$ cat src/rtl/inst_fetch.sv
`default_nettype none
// ============================================================================
// Module   : inst_fetch
// Purpose  : Instruction-fetch stage. Owns the PC, issues in-order word
//            fetches, queues {pc, inst} pairs in a 2-entry buffer toward
//            decode and drops stale responses after a redirect.
// Revision : 1.0 - initial release
// ============================================================================
module inst_fetch #(
    parameter int                    ADDR_WIDTH = 32,
    parameter int                    INST_WIDTH = 32,
    parameter logic [ADDR_WIDTH-1:0] RESET_PC   = 32'h1c00_0000
) (
    input  logic                  clk,
    input  logic                  rst_n,
    output logic                  inst_req_valid,
    input  logic                  inst_req_ready,
    output logic [ADDR_WIDTH-1:0] inst_req_addr,
    input  logic                  inst_resp_valid,
    input  logic [INST_WIDTH-1:0] inst_resp_data,
    input  logic                  redirect_valid,
    input  logic [ADDR_WIDTH-1:0] redirect_pc,
    output logic                  id_valid,
    input  logic                  id_ready,
    output logic [INST_WIDTH-1:0] id_inst,
    output logic [ADDR_WIDTH-1:0] id_pc
);

    localparam logic [0:0]            c_ST_FETCH   = 1'b0;
    localparam logic [0:0]            c_ST_DRAIN   = 1'b1;
    localparam logic [ADDR_WIDTH-1:0] c_PC_STEP    = ADDR_WIDTH'(4);
    localparam logic [ADDR_WIDTH-1:0] c_ALIGN_MASK = {{(ADDR_WIDTH-2){1'b1}}, 2'b00};

    logic [0:0]            r_state;
    logic [0:0]            w_state_nxt;
    logic [ADDR_WIDTH-1:0] r_pc;
    logic [1:0]            r_out_cnt;
    logic [1:0]            r_discard;
    logic [1:0]            r_q_cnt;
    logic [INST_WIDTH-1:0] r_q_inst [2];
    logic [ADDR_WIDTH-1:0] r_q_pc   [2];
    logic [ADDR_WIDTH-1:0] r_tag    [2];
    logic                  r_tag_wp;
    logic                  r_tag_rp;

    logic                  w_pop;
    logic                  w_credit;
    logic                  w_accept;
    logic                  w_push;
    logic [1:0]            w_out_nxt;
    logic [1:0]            w_discard_nxt;
    logic [1:0]            w_slot;

    assign inst_req_addr = r_pc;
    assign id_valid      = (r_q_cnt != 2'd0);
    assign id_inst       = r_q_inst[0];
    assign id_pc         = r_q_pc[0];

    // Credit, handshake qualifiers, counter updates and next-state selection.
    always_comb begin
        w_pop         = 1'b0;
        w_credit      = 1'b0;
        w_accept      = 1'b0;
        w_push        = 1'b0;
        w_out_nxt     = r_out_cnt;
        w_discard_nxt = r_discard;
        w_slot        = r_q_cnt;
        w_state_nxt   = r_state;
        inst_req_valid = 1'b0;

        w_pop = id_valid && id_ready;
        // A slot freed by this cycle's pop counts as credit; its response
        // can only land on a later edge, so out+count never exceeds 2.
        w_credit = (({1'b0, r_out_cnt} + {1'b0, r_q_cnt}) - {2'b00, w_pop}) < 3'd2;
        inst_req_valid = rst_n && (r_state == c_ST_FETCH) && w_credit;
        w_accept = inst_req_valid && inst_req_ready;

        // Responses are kept only with nothing stale pending and no redirect.
        w_push = inst_resp_valid && !redirect_valid && (r_discard == 2'd0);
        w_slot = r_q_cnt - {1'b0, w_pop};

        w_out_nxt = r_out_cnt + {1'b0, w_accept} - {1'b0, inst_resp_valid};

        if (redirect_valid) begin
            w_discard_nxt = w_out_nxt;
        end else if (inst_resp_valid && (r_discard != 2'd0)) begin
            w_discard_nxt = r_discard - 2'd1;
        end

        if (redirect_valid) begin
            w_state_nxt = (w_discard_nxt != 2'd0) ? c_ST_DRAIN : c_ST_FETCH;
        end else if ((r_state == c_ST_DRAIN) && (w_discard_nxt == 2'd0)) begin
            w_state_nxt = c_ST_FETCH;
        end
    end

    // FSM state register.
    always_ff @(posedge clk) begin
        if (!rst_n) begin
            r_state <= c_ST_FETCH;
        end else begin
            r_state <= w_state_nxt;
        end
    end

    // PC, outstanding and discard bookkeeping; redirect overrides increment.
    always_ff @(posedge clk) begin
        if (!rst_n) begin
            r_pc      <= RESET_PC;
            r_out_cnt <= 2'd0;
            r_discard <= 2'd0;
        end else begin
            r_out_cnt <= w_out_nxt;
            r_discard <= w_discard_nxt;
            if (redirect_valid) begin
                r_pc <= redirect_pc & c_ALIGN_MASK;
            end else if (w_accept) begin
                r_pc <= r_pc + c_PC_STEP;
            end
        end
    end

    // In-order tag FIFO holding the PC of every accepted request.
    always_ff @(posedge clk) begin
        if (!rst_n) begin
            r_tag_wp <= 1'b0;
            r_tag_rp <= 1'b0;
            r_tag[0] <= '0;
            r_tag[1] <= '0;
        end else begin
            if (w_accept) begin
                r_tag[r_tag_wp] <= r_pc;
                r_tag_wp        <= ~r_tag_wp;
            end
            if (inst_resp_valid) begin
                r_tag_rp <= ~r_tag_rp;
            end
        end
    end

    // Two-entry output queue; entry 0 is the head seen by decode.
    always_ff @(posedge clk) begin
        if (!rst_n) begin
            r_q_cnt     <= 2'd0;
            r_q_inst[0] <= '0;
            r_q_inst[1] <= '0;
            r_q_pc[0]   <= '0;
            r_q_pc[1]   <= '0;
        end else begin
            if (w_pop) begin
                r_q_inst[0] <= r_q_inst[1];
                r_q_pc[0]   <= r_q_pc[1];
            end
            // Write after the shift so a push into slot 0 wins over it.
            if (w_push) begin
                if (w_slot == 2'd0) begin
                    r_q_inst[0] <= inst_resp_data;
                    r_q_pc[0]   <= r_tag[r_tag_rp];
                end else begin
                    r_q_inst[1] <= inst_resp_data;
                    r_q_pc[1]   <= r_tag[r_tag_rp];
                end
            end
            if (redirect_valid) begin
                r_q_cnt <= 2'd0;
            end else begin
                r_q_cnt <= r_q_cnt + {1'b0, w_push} - {1'b0, w_pop};
            end
        end
    end

    a_out_max:     assert property (@(posedge clk) disable iff (!rst_n) r_out_cnt <= 2'd2);
    a_q_max:       assert property (@(posedge clk) disable iff (!rst_n) r_q_cnt <= 2'd2);
    a_discard_max: assert property (@(posedge clk) disable iff (!rst_n) r_discard <= r_out_cnt);
    a_resp_owed:   assert property (@(posedge clk) disable iff (!rst_n)
                                    inst_resp_valid |-> (r_out_cnt != 2'd0));

endmodule
`default_nettype wire

$ cat config.mk
export PLATFORM = sky130hd
export DESIGN_NAME = inst_fetch
export DESIGN_NICKNAME = d
export VERILOG_FILES = /design/src/rtl/inst_fetch.sv
export SDC_FILE = /design/constraint.sdc
export NUM_CORES = 1
export LEC_CHECK = 0
export BUFFER_PORTS_ARGS = -buffer_cell sky130_fd_sc_hd__buf_2
export CAP_MARGIN = 20
export CORE_MARGIN = 5
export CORE_UTILIZATION = 57
export DETAILED_ROUTE_END_ITERATION = 10
export GPL_TIMING_DRIVEN = 0
export HOLD_SLACK_MARGIN = 0.08
export PLACE_DENSITY_LB_ADDON = 0.08
export SYNTH_ARGS = -nofsm -noshare
export SYNTH_HDL_FRONTEND = slang
export SYNTH_SLANG_ARGS = --single-unit
$ cat constraint.sdc
create_clock -name clk -period 8.1 [get_ports clk]
set_input_delay 0.405 -clock clk [delete_from_list [all_inputs] [get_ports clk]]
set_output_delay 0.405 -clock clk [all_outputs]
set_load 0.01 [all_outputs]
# Yosys cells after proc, flatten, opt, wreduce, memory -nomap -nowiden
# Memory sizes are Yosys's and may differ from the RTL's. A register that Yosys moved wholly into a read port is not among the register bits.
# Index checks and enable logic that the tools add are counted.
[totals]
ff_bits = 41
ram_bits = 192
n_memories = 3
[classes]
add_sub_neg = 9
n_lt_le_gt_ge = 1
mux = 33
bitwise_logic = 10
reduce_logical = 19
[memory_table]
columns = ["name", "words", "width", "rd", "rd_clocked_by_memory_dff", "wr", "line_no", "text"]
rows = [
  ["r_q_inst", 2, 32, 2, 0, 2, "40", "logic [INST_WIDTH-1:0] r_q_inst [2];"],
  ["r_q_pc", 2, 32, 2, 0, 2, "41", "logic [ADDR_WIDTH-1:0] r_q_pc [2];"],
  ["r_tag", 2, 32, 1, 1, 2, "42", "logic [ADDR_WIDTH-1:0] r_tag [2];"],
]
[op_table]
columns = ["op", "n"]
rows = [
  ["32-bit two-way mux", 9],
  ["32-bit by 3-bit adder with 32-bit output (second input constant)", 1],
  ["32-bit OR reduction", 1],
  ["1-bit two-way mux", 22],
  ["2-bit nonzero test", 5],
  ["1-bit logical AND", 8],
  ["2-bit logical NOT", 3],
  ["1-bit OR", 6],
  ["2-bit by 1-bit subtractor with 2-bit output", 3],
  ["2-bit by 1-bit adder with 2-bit output", 2],
  ["2-bit two-way mux", 2],
  ["1-bit inverter", 4],
  ["2-bit by 2-bit adder with 3-bit output", 1],
  ["3-bit by 2-bit < comparator with 1-bit output (second input constant)", 1],
  ["3-bit by 1-bit subtractor with 3-bit output", 1],
  ["2-bit OR reduction", 1],
  ["2-bit by 1-bit subtractor with 2-bit output (second input constant)", 1],
  ["1-bit logical NOT", 1],
]

# Longest topological paths before layout
[logic_depth]
depth_word = 13
ltp_mapped = 15

# Worst setup path before layout
# No wires, ideal clock.
[synth_path]
path_kind = "input-to-reg"
from = "in redirect_valid"
to = "mem r_q_inst[1][0] (netlist: r_q_inst[0][32]), enable pin"
setup_ns = 0.567
arrival_time_ns = 5.031
setup_slack_ns = 2.502
path_stages = 3
cell_sequence = "inv_1 > nand3_1 > o21ai_0"
[synth_rtl]
columns = ["item", "line_no", "text"]
rows = [
  ["from (decl)", "21", "input logic redirect_valid,"],
  ["to (decl)", "40", ""],
]

# Worst setup path after layout
[layout_path]
from = "reg r_q_cnt[1]"
to = "reg r_state"
[layout_via]
elab_chain_len = 12
elab_cells_between_ends = 16
cone_classes = "add/sub: 4; order compare: 1; mux: 3; reduce/logical: 8"
[layout_rtl]
columns = ["item", "line_no", "text"]
rows = [
  ["from (decl)", "39", "logic [1:0] r_q_cnt;"],
  ["from (signal assigned)", "167", "r_q_cnt <= r_q_cnt + {1'b0, w_push} - {1'b0, w_pop};"],
  ["branches (longest 2 deep; another with 2-bit by 2-bit adder with 3-bit output)", "n/a", ""],
  ["3-bit by 1-bit subtractor with 3-bit output (*)", "74", "w_credit = (({1'b0, r_out_cnt} + {1'b0, r_q_cnt}) - {2'b00, w_pop}) < 3'd2;"],
  ["3-bit by 2-bit < comparator with 1-bit output (*)", "74", ""],
  ["1-bit logical AND (*)", "75", "inst_req_valid = rst_n && (r_state == c_ST_FETCH) && w_credit;"],
  ["1-bit logical AND (*)", "76", "w_accept = inst_req_valid && inst_req_ready;"],
  ["2-bit by 1-bit adder with 2-bit output (*)", "82", "w_out_nxt = r_out_cnt + {1'b0, w_accept} - {1'b0, inst_resp_valid};"],
  ["2-bit by 1-bit subtractor with 2-bit output (*)", "82", ""],
  ["2-bit two-way mux (*)", "84", "if (redirect_valid) begin"],
  ["2-bit nonzero test / 2-bit logical NOT (equally long branches)", "91, 92", ""],
  ["1-bit two-way mux / 1-bit logical AND (equally long branches)", "91, 92", ""],
  ["1-bit two-way mux / 2-bit nonzero test (equally long branches)", "n/a", ""],
  ["to (signal assigned)", "100", "r_state <= c_ST_FETCH;"],
  ["to (signal assigned)", "102", "r_state <= w_state_nxt;"],
  ["to (decl)", "34", "logic [0:0] r_state;"],
]
# Mark *: on every way between the ends.
# A chain may end at the register's enable or synchronous reset.

==> results by group <==
Outcome
  • Status: complete, no violations

Clock network
  • CTS Buf Count: 23
  • Post-CTS Setup Inserts: 0
  • H-tree depth: 1
  • Clk root buf: clkbuf_16
  • CTS tree: built
  • CTS resizes: 0
  • Post-CTS Hold Buffers: 0
  • Clock Path Buffers: 3
  • Worst-Skew Late Latency: 0.50 ns
  • Sink Count: 224
  • Clk pin slew, worst setup/hold paths: 0.06 ns

Route
  • Total Wirelength: 20,820 µm
  • First-pass iteration count of the detailed router: 5
  • Initial DRC Count: 355
  • Wirelength per Cell: 15.80 µm
  • DR vias: 6,820
  • Via density: 5.175
  • Post-route antenna net violation count: 0
  • DRC viols: 0

Synth
  • Unique masters post-synth: 55
  • Syn Inst Count: 882
  • Seq/Total Area, Yosys: 61.99%
  • Async S/R FF share, synth: 0%
  • Area leader, netlist: edfxtp_1
  • Synth Flop Type: edfxtp_1
  • Cell area after synthesis: 10,200 µm²
  • Post-synthesis register bit count: 224
  • Syn_area_per_cell: 11.57 µm²
  • Top cells by area, synth: edfxtp_1 54%, dfxtp_1 7.8%, buf_4 4.9%, and2_1 3.9%, nand2_1 3.2%
  • Yosys warning total: 0
  • Post-synth top area share: 54.14%
  • Number of flops mapped to enable cells by yosys: 184

Timing
  • Worst Max-Slew Pin Slew: 0.9711 ns
  • Setup_tns: 0 ns
  • Max Clock Freq: 0.2695 GHz
  • Final Cycle Share: 45.82%
  • Skew final: 0.01008 ns
  • Crit path time final: 3.711 ns
  • Final hold vios: 0
  • Final number of setup-violating endpoints: 0
  • Slew margin rel.: 35.02%
  • Final max-slew violation count: 0
  • RSZ-0062 raised after global routing: no

Min path
  • Worst min path class: in2reg

Setup path
  • Crit path required time: 8.46 ns
  • Flop-to-flop setup slack: 4.39 ns
  • CP Class: reg2reg
  • Maximum fanout along the worst path: 9
  • CP arrival: 4.07 ns
  • CP endpoint kind: flop
  • CP startpoint kind: flop

Run
  • Max-Cap Viols: 0

Cells and area
  • Synth-to-Final Area Change: 19.73%
  • Layout cells sized above 1: 26.45%
  • Final net count: 1,150
  • Share of the core filled with cells: 68.72%
  • N_diodes: 0

Die
  • Chip width: 143.8 µm
  • Core ar.: 17,780 µm²
  • Die Footprint: 20,680 µm²
  • Initial cell density of the core: 57.40%
  • I/O pin count: 168
  • Die H: 143.8 µm
  • Row cnt: 49

Global route
  • First-pass GRT wire length: 33,250 µm
  • Largest net degree at the start of global routing: 63
  • Vias in the first global route: 6,443
  • Initial antenna violation count: 0
  • Tot GR Track Use: 20.25%
  • Grt total ovfl: 0

Power
  • Maximum VDD drop: 0.1654 mV
  • Leakage power: 5.004 nW
  • Pwr Density: 250.6 nW/µm²

Place
  • Dpl hpwl: 15,150 µm
  • Final weighted congestion in routability-driven placement: 0.8707
  • I/O Buffers: 160
## state kept, by name (all words and copies together), names as in the netlist, named ones only
name	count
r_tag_wp	1
r_state	1
inst_req_addr	30
r_q_cnt	2
r_q_inst	64
r_q_pc	60
r_out_cnt	2
r_tag_rp	1
r_discard	2
r_tag	60
## final timing paths
kind / from / end / cells after the start
worst min register to register: r_tag_rp$_SDFFE_PN0P_ / r_tag_rp$_SDFFE_PN0P_ / 2
worst max register to register: r_q_cnt[1]$_SDFF_PP0_ / r_state$_SDFFE_PN0P_ / 14
worst max-delay path: r_q_cnt[1]$_SDFF_PP0_ / r_state$_SDFFE_PN0P_ / 14
worst min-delay path: redirect_pc[26] / inst_req_addr[26]$_SDFFE_PN1P_ / 3
## layer usage
layer / GRT usage (%) / up-vias / wire length, µm
met5: 0 / - / 0
met4: 5.005 / 0 / 392
met3: 3.428 / 37 / 1615
met2: 32.91 / 245 / 9695
met1: 28.74 / 3104 / 9120
li1: - / 3434 / -
## synthesized netlist by cell type (3+ instances only)
cell type and instances:
nand3_1 12, dfxtp_1 40, mux2i_1 32, a21oi_1 52, o21ai_0 24, nand4_1 3, clkbuf_1 46, and4_1 3
a311oi_1 5, and4_4 3, and3_1 36, nand2_1 88, edfxtp_1 184, nor3_1 14, ha_1 6, nor2_1 88
xor2_1 7, inv_1 9, xnor2_1 23, a211oi_1 34, nor4_1 3, and2_1 63, buf_4 67
## logic make-up (layout without fill, tap and decap cells)
logic type	count (synthesis)	in the layout	share of synthesized area (%)
simple gates	332	332	16.36
flops	224	224	61.99
buf+inv	132	336	7.553
compound gates	122	122	7.197
mux	34	34	3.360
xor+xnor	30	30	2.575
fa+ha+maj	7	7	0.9318
other cells	1	4	0.03675
## metrics by stage
stage	instances	instance area [µm²]	power [mW]	hold WS, ns	worst slack (ns)
2_1_floorplan	885	10220	1.800	0.4799	2.502
3_3_place_gp	1274	11300	1.961	0.4964	0.7293
3_5_place_dp	1277	11410	1.980	0.5066	4.402
4_1_cts	1318	12220	3.081	0.1138	4.420
5_1_grt	1318	12220	3.200	0.1219	4.124
6_report	1318	12220	3.062	0.1327	4.389
## area by class of cell
| cell class | instances | area [µm²] |
|---|---|---|
| Sequential cell | 224 | 6326 |
| Fill cell | 1372 | 5562 |
| Multi-Input combinational cell | 529 | 3154 |
| Timing Repair Buffer | 163 | 875.8 |
| Buffer | 121 | 729.5 |
| Clock buffer | 31 | 655.6 |
| Tap cell | 229 | 286.5 |
| Clock inverter | 10 | 148.9 |
| Inverter | 11 | 41.29 |
## cell usage in the layout, fill, tap and decap left out, types with 5 or more instances in the layout
| cell type | n |
|---|---|
| a211oi_1 | 34 |
| a21oi_1 | 52 |
| a311oi_1 | 5 |
| and2_1 | 63 |
| and3_1 | 36 |
| buf_2 | 161 |
| buf_4 | 67 |
| clkbuf_1 | 49 |
| clkbuf_16 | 23 |
| clkbuf_8 | 5 |
| clkinv_2 | 5 |
| dfxtp_1 | 40 |
| edfxtp_1 | 184 |
| ha_1 | 6 |
| inv_1 | 9 |
| mux2i_1 | 32 |
| nand2_1 | 88 |
| nand3_1 | 11 |
| nor2_1 | 88 |
| nor3_1 | 14 |
| o21ai_0 | 22 |
| xnor2_1 | 23 |
| xor2_1 | 7 |
## critical path, cell delays in order, from the launching register on
cell      delay [ns]
dfxtp_1         0.42
inv_1           0.07
ha_1            0.30
fa_1            0.59
nand4b_1        0.14
nor2_1          0.53
inv_2           0.25
ha_1            0.34
inv_1           0.04
ha_1            0.17
xor2_1          0.15
xnor2_1         0.24
nor2_1          0.07
a21oi_1         0.18
a211oi_1        0.10
## power breakdown
part	total (mW)	leakage [nW]	internal (mW)	switching (mW)
clock	1.10	0.401	0.692	0.412
sequential	1.44	2.24	1.39	0.0499
combinational	0.520	2.36	0.209	0.312
total	3.06	5.00	2.29	0.773
No activity file was read; power rests on OpenSTA's default activity.
